### src/rtl/scpu_selftest_seq_pkg.sv
// Shared types and defaults for the serial CPU self-test sequencer.
// States, pipeline-slot kinds and a parameter range helper.
package scpu_selftest_seq_pkg;

  typedef enum logic [2:0] {
    S_IDLE,
    S_LOAD_I,
    S_LOAD_D,
    S_START,
    S_RUN,
    S_CHECK,
    S_DONE
  } state_t;

  typedef enum logic [1:0] {
    K_I,
    K_D,
    K_C
  } kind_t;

  localparam int DEF_TIMEOUT = 320;

  function automatic bit fits(longint n, int w);
    return n < (longint'(1) << w);
  endfunction

endpackage

### src/rtl/scpu_selftest_seq_sat_counter.sv
// Saturating up-counter with synchronous clear.
// Used for the error and RUN-cycle counts.
module sat_counter #(
  parameter int CNT_W = 16
) (
  input  logic             clk,
  input  logic             rst,
  input  logic             clr,
  input  logic             inc,
  output logic [CNT_W-1:0] q
);

  // count up, stick at all-ones
  always_ff @(posedge clk) begin
    if (rst || clr)
      q <= '0;
    else if (inc && (q != '1))
      q <= q + CNT_W'(1);
  end

endmodule

### src/rtl/scpu_selftest_seq.sv
// Self-test sequencer: load I/D memory from a table, run the CPU,
// then compare result words in D memory against the table.
module scpu_selftest_seq
  import scpu_selftest_seq_pkg::*;
#(
  parameter int ADDR_W    = 9,
  parameter int DATA_W    = 16,
  parameter int PROG_LEN  = 7,
  parameter int DINIT_LEN = 3,
  parameter int CHK_LEN   = 1,
  parameter int CHK_BASE  = 2,
  parameter int TIMEOUT   = DEF_TIMEOUT,
  parameter int CNT_W     = 16
) (
  input  logic              clk,
  input  logic              rst,
  input  logic              go,
  output logic [ADDR_W-1:0] tbl_addr,
  input  logic [DATA_W-1:0] tbl_data,
  output logic              im_we,
  output logic [ADDR_W-1:0] im_addr,
  output logic [DATA_W-1:0] im_wdata,
  output logic              dm_we,
  output logic [ADDR_W-1:0] dm_addr,
  output logic [DATA_W-1:0] dm_wdata,
  input  logic [DATA_W-1:0] dm_rdata,
  output logic              cpu_enable,
  output logic              cpu_start,
  input  logic              cpu_halt,
  output logic              busy,
  output logic              done,
  output logic              pass,
  output logic              timed_out,
  output logic [CNT_W-1:0]  err_count,
  output logic [CNT_W-1:0]  cycle_count
);

  localparam int C_OFF = PROG_LEN + DINIT_LEN;
  localparam int T_END = C_OFF + CHK_LEN;

  localparam logic [ADDR_W-1:0] A_ONE   = ADDR_W'(1);
  localparam logic [ADDR_W-1:0] LAST_I  = ADDR_W'(PROG_LEN - 1);
  localparam logic [ADDR_W-1:0] LAST_D  = ADDR_W'(C_OFF - 1);
  localparam logic [ADDR_W-1:0] LAST_C  = ADDR_W'(T_END - 1);
  localparam logic [ADDR_W-1:0] D_OFF_A = ADDR_W'(PROG_LEN);
  localparam logic [ADDR_W-1:0] C_OFF_A = ADDR_W'(C_OFF);
  localparam logic [ADDR_W-1:0] CBASE_A = ADDR_W'(CHK_BASE);
  localparam logic [CNT_W-1:0]  T_LIM   = CNT_W'(TIMEOUT - 1);

  if (!fits(T_END, ADDR_W) || !fits(CHK_BASE + CHK_LEN, ADDR_W) ||
      !fits(TIMEOUT, CNT_W) || PROG_LEN < 1 || TIMEOUT < 1 ||
      DINIT_LEN < 0 || CHK_LEN < 0) begin : g_bad_params
    $error("scpu_selftest_seq: parameter out of range");
  end

  state_t            st_q, st_n;
  kind_t             knd_q, knd_n;
  logic [ADDR_W-1:0] tbl_q, tbl_n;
  logic [ADDR_W-1:0] rad_q, rad_n;
  logic [ADDR_W-1:0] wad_q, wad_n;
  logic              vld_q, vld_n;
  logic              last_q, last_n;
  logic              to_q, to_n;
  logic              clr;
  logic              err_inc;

  // state, address counters and the 1-cycle write/compare slot
  always_ff @(posedge clk) begin
    if (rst) begin
      st_q   <= S_IDLE;
      knd_q  <= K_I;
      tbl_q  <= '0;
      rad_q  <= '0;
      wad_q  <= '0;
      vld_q  <= 1'b0;
      last_q <= 1'b0;
      to_q   <= 1'b0;
    end else begin
      st_q   <= st_n;
      knd_q  <= knd_n;
      tbl_q  <= tbl_n;
      rad_q  <= rad_n;
      wad_q  <= wad_n;
      vld_q  <= vld_n;
      last_q <= last_n;
      to_q   <= to_n;
    end
  end

  // next state and next-cycle table/memory slot
  always_comb begin
    st_n   = st_q;
    knd_n  = K_I;
    tbl_n  = tbl_q;
    rad_n  = rad_q;
    wad_n  = wad_q;
    vld_n  = 1'b0;
    last_n = 1'b0;
    to_n   = to_q;
    clr    = 1'b0;
    unique case (st_q)
      S_IDLE, S_DONE: begin
        if (go) begin
          st_n  = S_LOAD_I;
          tbl_n = '0;
          to_n  = 1'b0;
          clr   = 1'b1;
        end
      end
      S_LOAD_I: begin
        vld_n = 1'b1;
        knd_n = K_I;
        wad_n = tbl_q;
        tbl_n = tbl_q + A_ONE;
        if (tbl_q == LAST_I)
          st_n = (DINIT_LEN > 0) ? S_LOAD_D : S_START;
      end
      S_LOAD_D: begin
        vld_n = 1'b1;
        knd_n = K_D;
        wad_n = tbl_q - D_OFF_A;
        tbl_n = tbl_q + A_ONE;
        if (tbl_q == LAST_D)
          st_n = S_START;
      end
      S_START: begin
        st_n = S_RUN;
      end
      S_RUN: begin
        if (cpu_halt) begin
          if (CHK_LEN > 0) begin
            st_n  = S_CHECK;
            tbl_n = C_OFF_A;
            rad_n = CBASE_A;
          end else begin
            st_n = S_DONE;
          end
        end else if (cycle_count >= T_LIM) begin
          st_n = S_DONE;
          to_n = 1'b1;
        end
      end
      S_CHECK: begin
        if (last_q) begin
          st_n = S_DONE;
        end else begin
          vld_n = 1'b1;
          knd_n = K_C;
          if (tbl_q == LAST_C) begin
            last_n = 1'b1;
          end else begin
            tbl_n = tbl_q + A_ONE;
            rad_n = rad_q + A_ONE;
          end
        end
      end
      default: st_n = S_IDLE;
    endcase
  end

  assign err_inc = vld_q && (knd_q == K_C) && (tbl_data != dm_rdata);

  sat_counter #(.CNT_W(CNT_W)) u_err (
    .clk (clk),
    .rst (rst),
    .clr (clr),
    .inc (err_inc),
    .q   (err_count)
  );

  sat_counter #(.CNT_W(CNT_W)) u_cyc (
    .clk (clk),
    .rst (rst),
    .clr (clr),
    .inc (st_q == S_RUN),
    .q   (cycle_count)
  );

  assign tbl_addr    = tbl_q;
  assign im_we       = vld_q && (knd_q == K_I);
  assign dm_we       = vld_q && (knd_q == K_D);
  assign im_addr     = im_we ? wad_q : '0;
  assign im_wdata    = im_we ? tbl_data : '0;
  assign dm_addr     = dm_we ? wad_q : rad_q;
  assign dm_wdata    = dm_we ? tbl_data : '0;
  assign cpu_enable  = (st_q == S_START) || (st_q == S_RUN);
  assign cpu_start   = (st_q == S_START);
  assign busy        = (st_q != S_IDLE) && (st_q != S_DONE);
  assign done        = (st_q == S_DONE);
  assign timed_out   = to_q;
  assign pass        = done && !to_q && (err_count == '0);

endmodule
### config.mk
export PLATFORM = sky130hd
export DESIGN_NAME = scpu_selftest_seq
export DESIGN_NICKNAME = d
export VERILOG_FILES = /design/src/rtl/scpu_selftest_seq_pkg.sv /design/src/rtl/scpu_selftest_seq_sat_counter.sv /design/src/rtl/scpu_selftest_seq.sv
export SDC_FILE = /design/constraint.sdc
export NUM_CORES = 1
export LEC_CHECK = 0
export ABC_AREA = 1
export BUFFER_PORTS_ARGS = -buffer_cell sky130_fd_sc_hd__buf_2
export CORE_MARGIN = 8
export CORE_UTILIZATION = 25
export CTS_CLUSTER_SIZE = 10
export DETAILED_ROUTE_END_ITERATION = 6
export REMOVE_ABC_BUFFERS = 1
export SYNTH_ARGS = -nofsm -noshare
export SYNTH_HDL_FRONTEND = slang
export SYNTH_HIERARCHICAL = 1
export SYNTH_SLANG_ARGS = --single-unit
### constraint.sdc
create_clock -name clk -period 5.5 [get_ports clk]
set_clock_uncertainty 0.05 [all_clocks]
set_input_delay 1.1 -clock clk [delete_from_list [all_inputs] [get_ports clk]]
set_output_delay 1.1 -clock clk [all_outputs]
set_load 0.1 [all_outputs]
# Word level (Yosys, flattened, before mapping)
# Index checks and enable logic that the tools add are counted.
[op_classes]
addsub = 5
order_cmp = 1
eq_ne = 25
n_mux = 32
bitwise = 1
reduce_logical = 27
[ops]
columns = ["cell", "n"]
rows = [
  ["two-way mux 9 bit", 9],
  ["case mux 9 bit (2 select lines)", 2],
  ["case mux 9 bit (4 select lines)", 1],
  ["adder 16 x 1 -> 16 bit, second input constant", 2],
  ["two-way mux 16 bit", 2],
  ["inequality test 16 bit, second input constant", 2],
  ["adder 9 x 1 -> 9 bit, second input constant", 2],
  ["equality test 9 x 4 -> 1 bit, second input constant", 2],
  ["two-way mux 3 bit", 6],
  ["inequality test 2 bit, second input constant", 9],
  ["case mux 3 bit (6 select lines)", 1],
  ["greater-or-equal comparator 16 x 9 -> 1 bit, second input constant", 1],
  ["zero test 16 bit", 1],
  ["inequality test 16 bit", 1],
  ["AND reduction 5 bit", 2],
  ["equality test 3 bit, second input constant", 3],
  ["equality test 9 x 3 -> 1 bit, second input constant", 1],
  ["logical AND 1 bit", 9],
  ["subtractor 9 x 3 -> 9 bit, second input constant", 1],
  ["AND reduction 4 bit", 2],
  ["two-way mux 1 bit", 7],
  ["equality test 3 x 2 -> 1 bit, second input constant", 2],
  ["inequality test 3 bit, second input constant", 2],
  ["nonzero test 2 bit", 3],
  ["15 further kinds", 18],
]
[totals]
ff_bits = 67
inputBits = 36
output_inout_bits = 99
wordCells = 101

# Depth between registers and ports, before layout
# Gate-level depths: netlist (run 1).
[depth]
depth_word = 4
mapped_depth = 15
mapped_depth_nobuf = 15

# By module
# Netlist (run 1), hierarchy kept.
[modules_own_cells]
columns = ["module", "n_inst", "cells_per_inst", "area_per_inst_um2", "seq_area_each_um2"]
rows = [
  ["scpu_selftest_seq", 1, 477, 2786.4, 700.7],
  ["sat_counter", 2, 149, 950.9, 320.3],
]

# Least setup slack after synthesis (run 1)
# OpenSTA, ideal clock, no wires.
[synth_timing]
path_kind = "reg-to-output"
startpoint = "register st_q[0]"
endpoint = "output pass"
t_arrival_ps = 3387
required_time_ps = 4350
setup_slack_ps = 963
path_stages_with_launch = 6
n_path_buf = 0
cell_sequence = "dfxtp_1 > inv_2 > nand3_1 > inv_1 > nand2_1 > nor3_1"
[synth_between]
elab_chain_cells = 3
[synth_lines]
columns = ["item", "line", "rtl"]
rows = [
  ["from (decl)", "scpu_selftest_seq.sv:56", "state_t st_q, st_n;"],
  ["from (signal assigned)", "scpu_selftest_seq.sv:79", "st_q <= st_n;"],
  ["equality test 3 bit", "scpu_selftest_seq.sv:189", "assign done = (st_q == S_DONE);"],
  ["net done", "scpu_selftest_seq.sv:31", "output logic done,"],
  ["logical AND 1 bit (2 in series)", "scpu_selftest_seq.sv:191", "assign pass = done && !to_q && (err_count == '0);"],
  ["to (decl)", "scpu_selftest_seq.sv:32", "output logic pass,"],
]
# The timed path passes the listed nets, and every way through them passes these cells.

# Worst setup path after layout (run 1)
[layout_timing]
startpoint = "register knd_q[1]"
endpoint = "output dm_addr[0]"
[layout_between]
elab_chain_cells = 3
[layout_lines]
columns = ["item", "line", "rtl"]
rows = [
  ["from (decl)", "scpu_selftest_seq.sv:57", "kind_t knd_q, knd_n;"],
  ["from (signal assigned)", "scpu_selftest_seq.sv:80", "knd_q <= knd_n;"],
  ["equality test 2 x 1 -> 1 bit", "scpu_selftest_seq.sv:181", "assign dm_we = vld_q && (knd_q == K_D);"],
  ["logical AND 1 bit", "scpu_selftest_seq.sv:181", ""],
  ["two-way mux 9 bit", "scpu_selftest_seq.sv:184", "assign dm_addr = dm_we ? wad_q : rad_q;"],
  ["to (decl)", "scpu_selftest_seq.sv:24", "output logic [ADDR_W-1:0] dm_addr,"],
]
# No other way between the ends.

==> qor.csv, run 1 <==
stage;metric;value;unit
power;leakage;2.78;nW
cts;insertion_delay;0.34;ns
logic_synthesis;synth_edf_count;0;
finish;final_util;0.313;
setup_path;worst_ep_arrival_time;2.59;ns
power;peakVddDrop;0.187;mV
finish;nets;942;
cts;cts_root_buffer;clkbuf_16;
detailed_routing;viasPerCell;4.52;
logic_synthesis;ys_seq_elements;67;
worst_hold_path;worst_hold_startpoint;rad_q[5]$_SDFFE_PP0P_;
logic_synthesis;yosys.area.top_type_share;0.286;
floorplan;dieArea;23400;um^2
timing;tightest_slew;1.23;ns
setup_path;cp-end-kind;output port;
run_status;status;finished clean;
place;port_buffers;134;
logic_synthesis;synth_area_per_cell;6.05;um^2
grt;overflow;0;
setup_path;r2r_end;u_err/q[12]$_SDFFE_PP0P_;
floorplan;fp-row-count;50;
detailed_routing;routed_wl;14600;um
worst_hold_path;min_path_cells;2;
logic_synthesis;synthTopCellsByArea;dfxtp_1 (29%), nand2_1 (15%), nor2_1 (12%);
cts;cts_buffers;9;
cts;cts_resized;0;
grt;grt_pass1_vias;4788;
cts;cts_hold_buf;0;
finish;fillerInstances;2040;
cts;clk_path_buf_depth;2;
place;gp_congestion;0.838;
timing;tns;0;ns
grt;grt_use_met3;0.0485;
timing;finalCritPeriodShare;0.681;
setup_path;r2r-start;st_q[2]$_SDFFE_PP0P_;
timing;period_minus_slack;3.74;ns
floorplan;start_util;0.252;
cts;cts_sinks;67;
grt;grt.busiest_layer;met2;
run;max_cap_violations;0;
detailed_routing;drt_iter0_drc;307;
grt;grt_max_degree;36;
detailed_routing;vias;5147;
logic_synthesis;ys.flop_type;dfxtp_1;
floorplan;die-width;153;um
floorplan;coreArea;18600;um^2
logic_synthesis;synth.yosys.seq_area_share;0.286;
finish;layout_commonest_cell;nand2_1;
grt;antenna_found_initial;1;
timing;slew_viol_final;0;
grt;gr-usage-all-layers;0.124;
detailed_routing;drt_pre_antenna_iters;5;
logic_synthesis;ys_types;37;
timing;hold_violations;0;
worst_hold_path;min_path_type;flip-flop to flip-flop;
floorplan;die_h;153;um
cts;htree_levels;3;
worst_hold_path;min_to;rad_q[5]$_SDFFE_PP0P_;
setup_path;start_kind;flip-flop;
cts;post-cts-setup-buffers;0;
setup_path;rr_worst_depth;7;
setup_path;crit_path_max_fanout;35;
floorplan;ios;135;
timing;max_freq;267;MHz
setup_path;r2r_slack;3.21;ns
power;power_density;380;nW/um^2
logic_synthesis;yosys_warnings;6;
logic_synthesis;syn-instance-count;775;
timing;finalSetupViolations;0;
logic_synthesis;syn_area;4690;um^2
detailed_routing;wl_per_cell;12.8;um
cts;clkSlewWorstSetupHoldPaths;0.05;ns
grt;met1_usage;0.144;
setup_path;cp.required;4.35;ns
cts;cts_tree;built;
logic_synthesis;yosysTopAreaCell;dfxtp_1;
detailed_routing;antenna_left;0;
timing;slew_headroom;0.178;
detailed_routing;drc;0;
timing;grt_setup_unrepaired;no;
place;dp_hpwl;11200;um
setup_path;path_class;flip-flop to output port;
finish;layout-drive-gt1-share;0.227;
logic_synthesis;async_flop_share;0;
grt;met2_usage;0.206;
finish;area_growth;24.0;%
grt;grt_pass1_wl;24100;um
finish;mostFrequentLayoutCells;nand2_1 (183), nor2_1 (156), buf_2 (134), inv_1 (97), dfxtp_1 (67);
## logic make-up after synthesis
logic type / Yosys count / synth area share
DFF: 67 / 0.286
and+or+nand+nor: 482 / 0.467
xor gates and xnor gates: 13 / 0.0243
adders and majority gates: 6 / 0.0160
buffers and inverters: 123 / 0.112
AOI/OAI and AO/OA: 84 / 0.0955
## per-stage QoR
step	total power, mW	std cells	hold WS [ns]	worst slack [ns]	instance area (um^2)
global placement	1.63	1123	0.419	2.15	5520
finish	2.21	1139	0.431	1.76	5810
CTS	2.23	1138	0.427	1.68	5810
detailed placement	1.63	1123	0.418	2.04	5520
global route	2.34	1138	0.458	1.45	5810
floorplan	1.42	755	0.391	0.931	4550
## registers in the layout, indices dropped and copies added, names as in the netlist
name,cells
knd_q,2
u_cyc/q,16
timed_out,1
rad_q,9
wad_q,9
u_err/q,16
vld_q,1
last_q,1
st_q,3
tbl_addr,9
## power breakdown
part / switching, mW / internal (mW)
Combinational: 0.834 / 0.197
Clock: 0.217 / 0.373
Sequential: 0.0557 / 0.533
## cell usage after synthesis, types with 2 or more instances
library cell and number:
nand2_4 2, nor3_1 10, a21oi_1 37, xnor2_1 6, xor2_1 7, inv_2 4, nand3_2 3, or2_2 10
nor2_4 11, nor2_1 156, o21ai_1 4, clkbuf_1 7, inv_1 97, o22ai_1 5, ha_1 6, clkinv_1 2
nand2_1 183, dfxtp_1 67, o21ai_0 31, buf_2 4, nand3_1 56, nand2_2 12, a21boi_1 2, buf_6 6
buf_4 3, nor2_2 11, o21ai_2 2, nand4_1 21, nand4_2 2
## worst max path at each step
stage,from,endpoint,slack (ns),cells after the start
floorplan,st_q[2]$_SDFFE_PP0P_,pass,0.93,4
global placement,knd_q[1]$_SDFF_PP0_,dm_addr[0],2.15,4
detailed placement,knd_q[1]$_SDFF_PP0_,dm_addr[0],2.04,4
CTS,knd_q[1]$_SDFF_PP0_,dm_addr[0],1.68,4
global route,knd_q[1]$_SDFF_PP0_,dm_addr[1],1.45,4
finish,knd_q[1]$_SDFF_PP0_,dm_addr[0],1.76,4
## layout make-up
class | count | area (um^2) | share of cell area
multi-input cells | 585 | 2820 | 0.486
flip-flops and latches | 67 | 1340 | 0.231
repair buffers | 134 | 671 | 0.115
inverters | 103 | 387 | 0.0665
well taps | 234 | 293 | 0.0504
clock buffers | 13 | 260 | 0.0448
clock inverters | 2 | 35.0 | 0.00603
diodes | 1 | 2.50 | 0.000430
## critical path, cell delays in order (launching register included)
cell	delay (ns)
dfxtp_1	0.30
inv_1	0.06
nand3_1	0.83
o21ai_0	0.55
buf_2	0.50
## per-layer routing
| layer | share of wire | routed length [um] |
|---|---|---|
| met5 | 0.00089 | 13 |
| met4 | 0.014 | 208 |
| met3 | 0.080 | 1160 |
| met2 | 0.45 | 6630 |
| met1 | 0.45 | 6560 |
No activity file was read; power rests on OpenSTA's default activity.
==> inputs of run 2 (changes only) <==
Clock period 5.5 ns to 3.5 ns, I/O delays scaled along.
==> run 2 against run 1 <==
Against the previous run: count of clock-buffer cells in the layout fell by 1; critical path depth decreased by 1; core utilization up 0.33 points; clock power increased by 73%; cell count rose by 0.35%; power grew 62%; register-to-register slack worse by 1.6 ns; die area is the same; combinational power up 57%; critical endpoint unchanged; largest power group unchanged.
==> qor.csv, run 2 (same netlist as run 1, synthesis figures left out) <==
stage;metric;value;unit
run_status;status;finished clean;
detailed_routing;wl_per_cell;12.6;um
timing;finalCritPeriodShare;0.832;
place;port_buffers;134;
timing;period_minus_slack;2.91;ns
cts;cts_resized;0;
detailed_routing;vias;5092;
detailed_routing;drt_iter0_drc;283;
timing;slew_headroom;0.571;
setup_path;cp.required;2.75;ns
finish;nets;946;
place;gp_congestion;0.868;
finish;area_growth;25.3;%
cts;clk_path_buf_depth;2;
grt;overflow;0;
setup_path;r2r_slack;1.62;ns
cts;cts_buffers;9;
run;max_cap_violations;0;
finish;reg_top3;u_cyc/q x16, u_err/q x16;
grt;gr-usage-all-layers;0.123;
power;power;3.57;mW
setup_path;path_class;flip-flop to output port;
floorplan;die_h;153;um
floorplan;ios;135;
detailed_routing;routed_wl;14500;um
detailed_routing;drc;0;
timing;slew_viol_final;0;
setup_path;cp-end-kind;output port;
timing;max_freq;343;MHz
cts;cts_tree;built;
timing;grt_setup_unrepaired;no;
detailed_routing;viasPerCell;4.45;
floorplan;coreArea;18600;um^2
floorplan;dieArea;23400;um^2
grt;grt_max_degree;21;
finish;layout_commonest_cell;nand2_1;
cts;cts_hold_buf;0;
finish;insertedDiodeCount;0;
floorplan;die-width;153;um
detailed_routing;antenna_left;0;
timing;hold_violations;0;
power;peakVddDrop;0.261;mV
place;dpl.cell_count;1127;
timing;finalSetupViolations;0;
setup_path;start_kind;flip-flop;
power;power_density;608;nW/um^2
floorplan;fp-row-count;50;
finish;mostFrequentLayoutCells;nand2_1 (183), nor2_1 (156), buf_2 (134), inv_1 (97), dfxtp_1 (67);
grt;grt_pass1_wl;24100;um
cts;htree_levels;3;
worst_hold_path;min_path_type;flip-flop to flip-flop;
setup_path;worst_ep_arrival_time;2.16;ns
finish;final_cells;1143;
cts;cts_sinks;67;
cts;insertion_delay;0.34;ns
timing;tightest_slew;0.641;ns
floorplan;start_util;0.252;
grt;antenna_found_initial;1;
finish;layout-drive-gt1-share;0.232;
power;leakage;2.81;nW
cts;cts_root_buffer;clkbuf_16;
place;dp_hpwl;11300;um
grt;grt_pass1_vias;4776;
detailed_routing;drt_pre_antenna_iters;4;
cts;post-cts-setup-buffers;0;
setup_path;crit_path_max_fanout;20;
cts;clkSlewWorstSetupHoldPaths;0.06;ns
run 2: final timing paths:
| check | from | end | cells past startpoint |
|---|---|---|---|
| setup reg to reg | st_q[2]$_SDFFE_PP0P_ | tbl_addr[6]$_SDFFE_PP0P_ | 8 |
| setup / recovery | vld_q$_SDFF_PP0_ | dm_addr[0] | 3 |
| hold reg to reg | rad_q[5]$_SDFFE_PP0P_ | rad_q[5]$_SDFFE_PP0P_ | 2 |
| hold / removal | rad_q[5]$_SDFFE_PP0P_ | rad_q[5]$_SDFFE_PP0P_ | 2 |
run 2: routing by layer:
metal	track usage	share of wire	vias up
met3	0.0443	0.065	22
met5	0	0.00083	-
met2	0.206	0.44	122
met4	0.0386	0.016	2
met1	0.145	0.47	2239
li1	-	-	2707
run 2: critical path: stages (launching register included):
cell and delay (ns):
dfxtp_1 0.35, nand3_1 0.48, o21ai_0 0.48, buf_2 0.51
run 2: metrics by stage:
| stage | cell area [um^2] | util | hold WS (ns) | setup slack (ns) | TNS (ns) |
|---|---|---|---|---|---|
| 6_report | 5870 | 0.316 | 0.416 | 0.587 | 0 |
| 4_1_cts | 5870 | 0.316 | 0.415 | 0.490 | 0 |
| 3_5_place_dp | 5550 | 0.298 | 0.406 | 0.784 | 0 |
| 3_3_place_gp | 5550 | 0.298 | 0.407 | 0.795 | 0 |
| 2_1_floorplan | 4550 | - | 0.391 | -0.669 | -5.39 |
| 5_1_grt | 5870 | 0.316 | 0.430 | 0.402 | 0 |
run 2: area by class of cell:
class,count,area (um^2)
Fill cell,2088,12700
Timing Repair Buffer,138,701
Clock inverter,4,72.6
Clock buffer,12,256
Tap cell,234,293
Sequential cell,67,1340
Inverter,103,387
Multi-Input combinational cell,585,2820
run 2: power breakdown:
group          switching, mW  leakage (nW)  internal (mW)  total, mW
logic                   1.31          2.11          0.318       1.62
registers             0.0888         0.542          0.837      0.926
clock network          0.360         0.159          0.662       1.02
total                   1.75          2.81           1.82       3.57
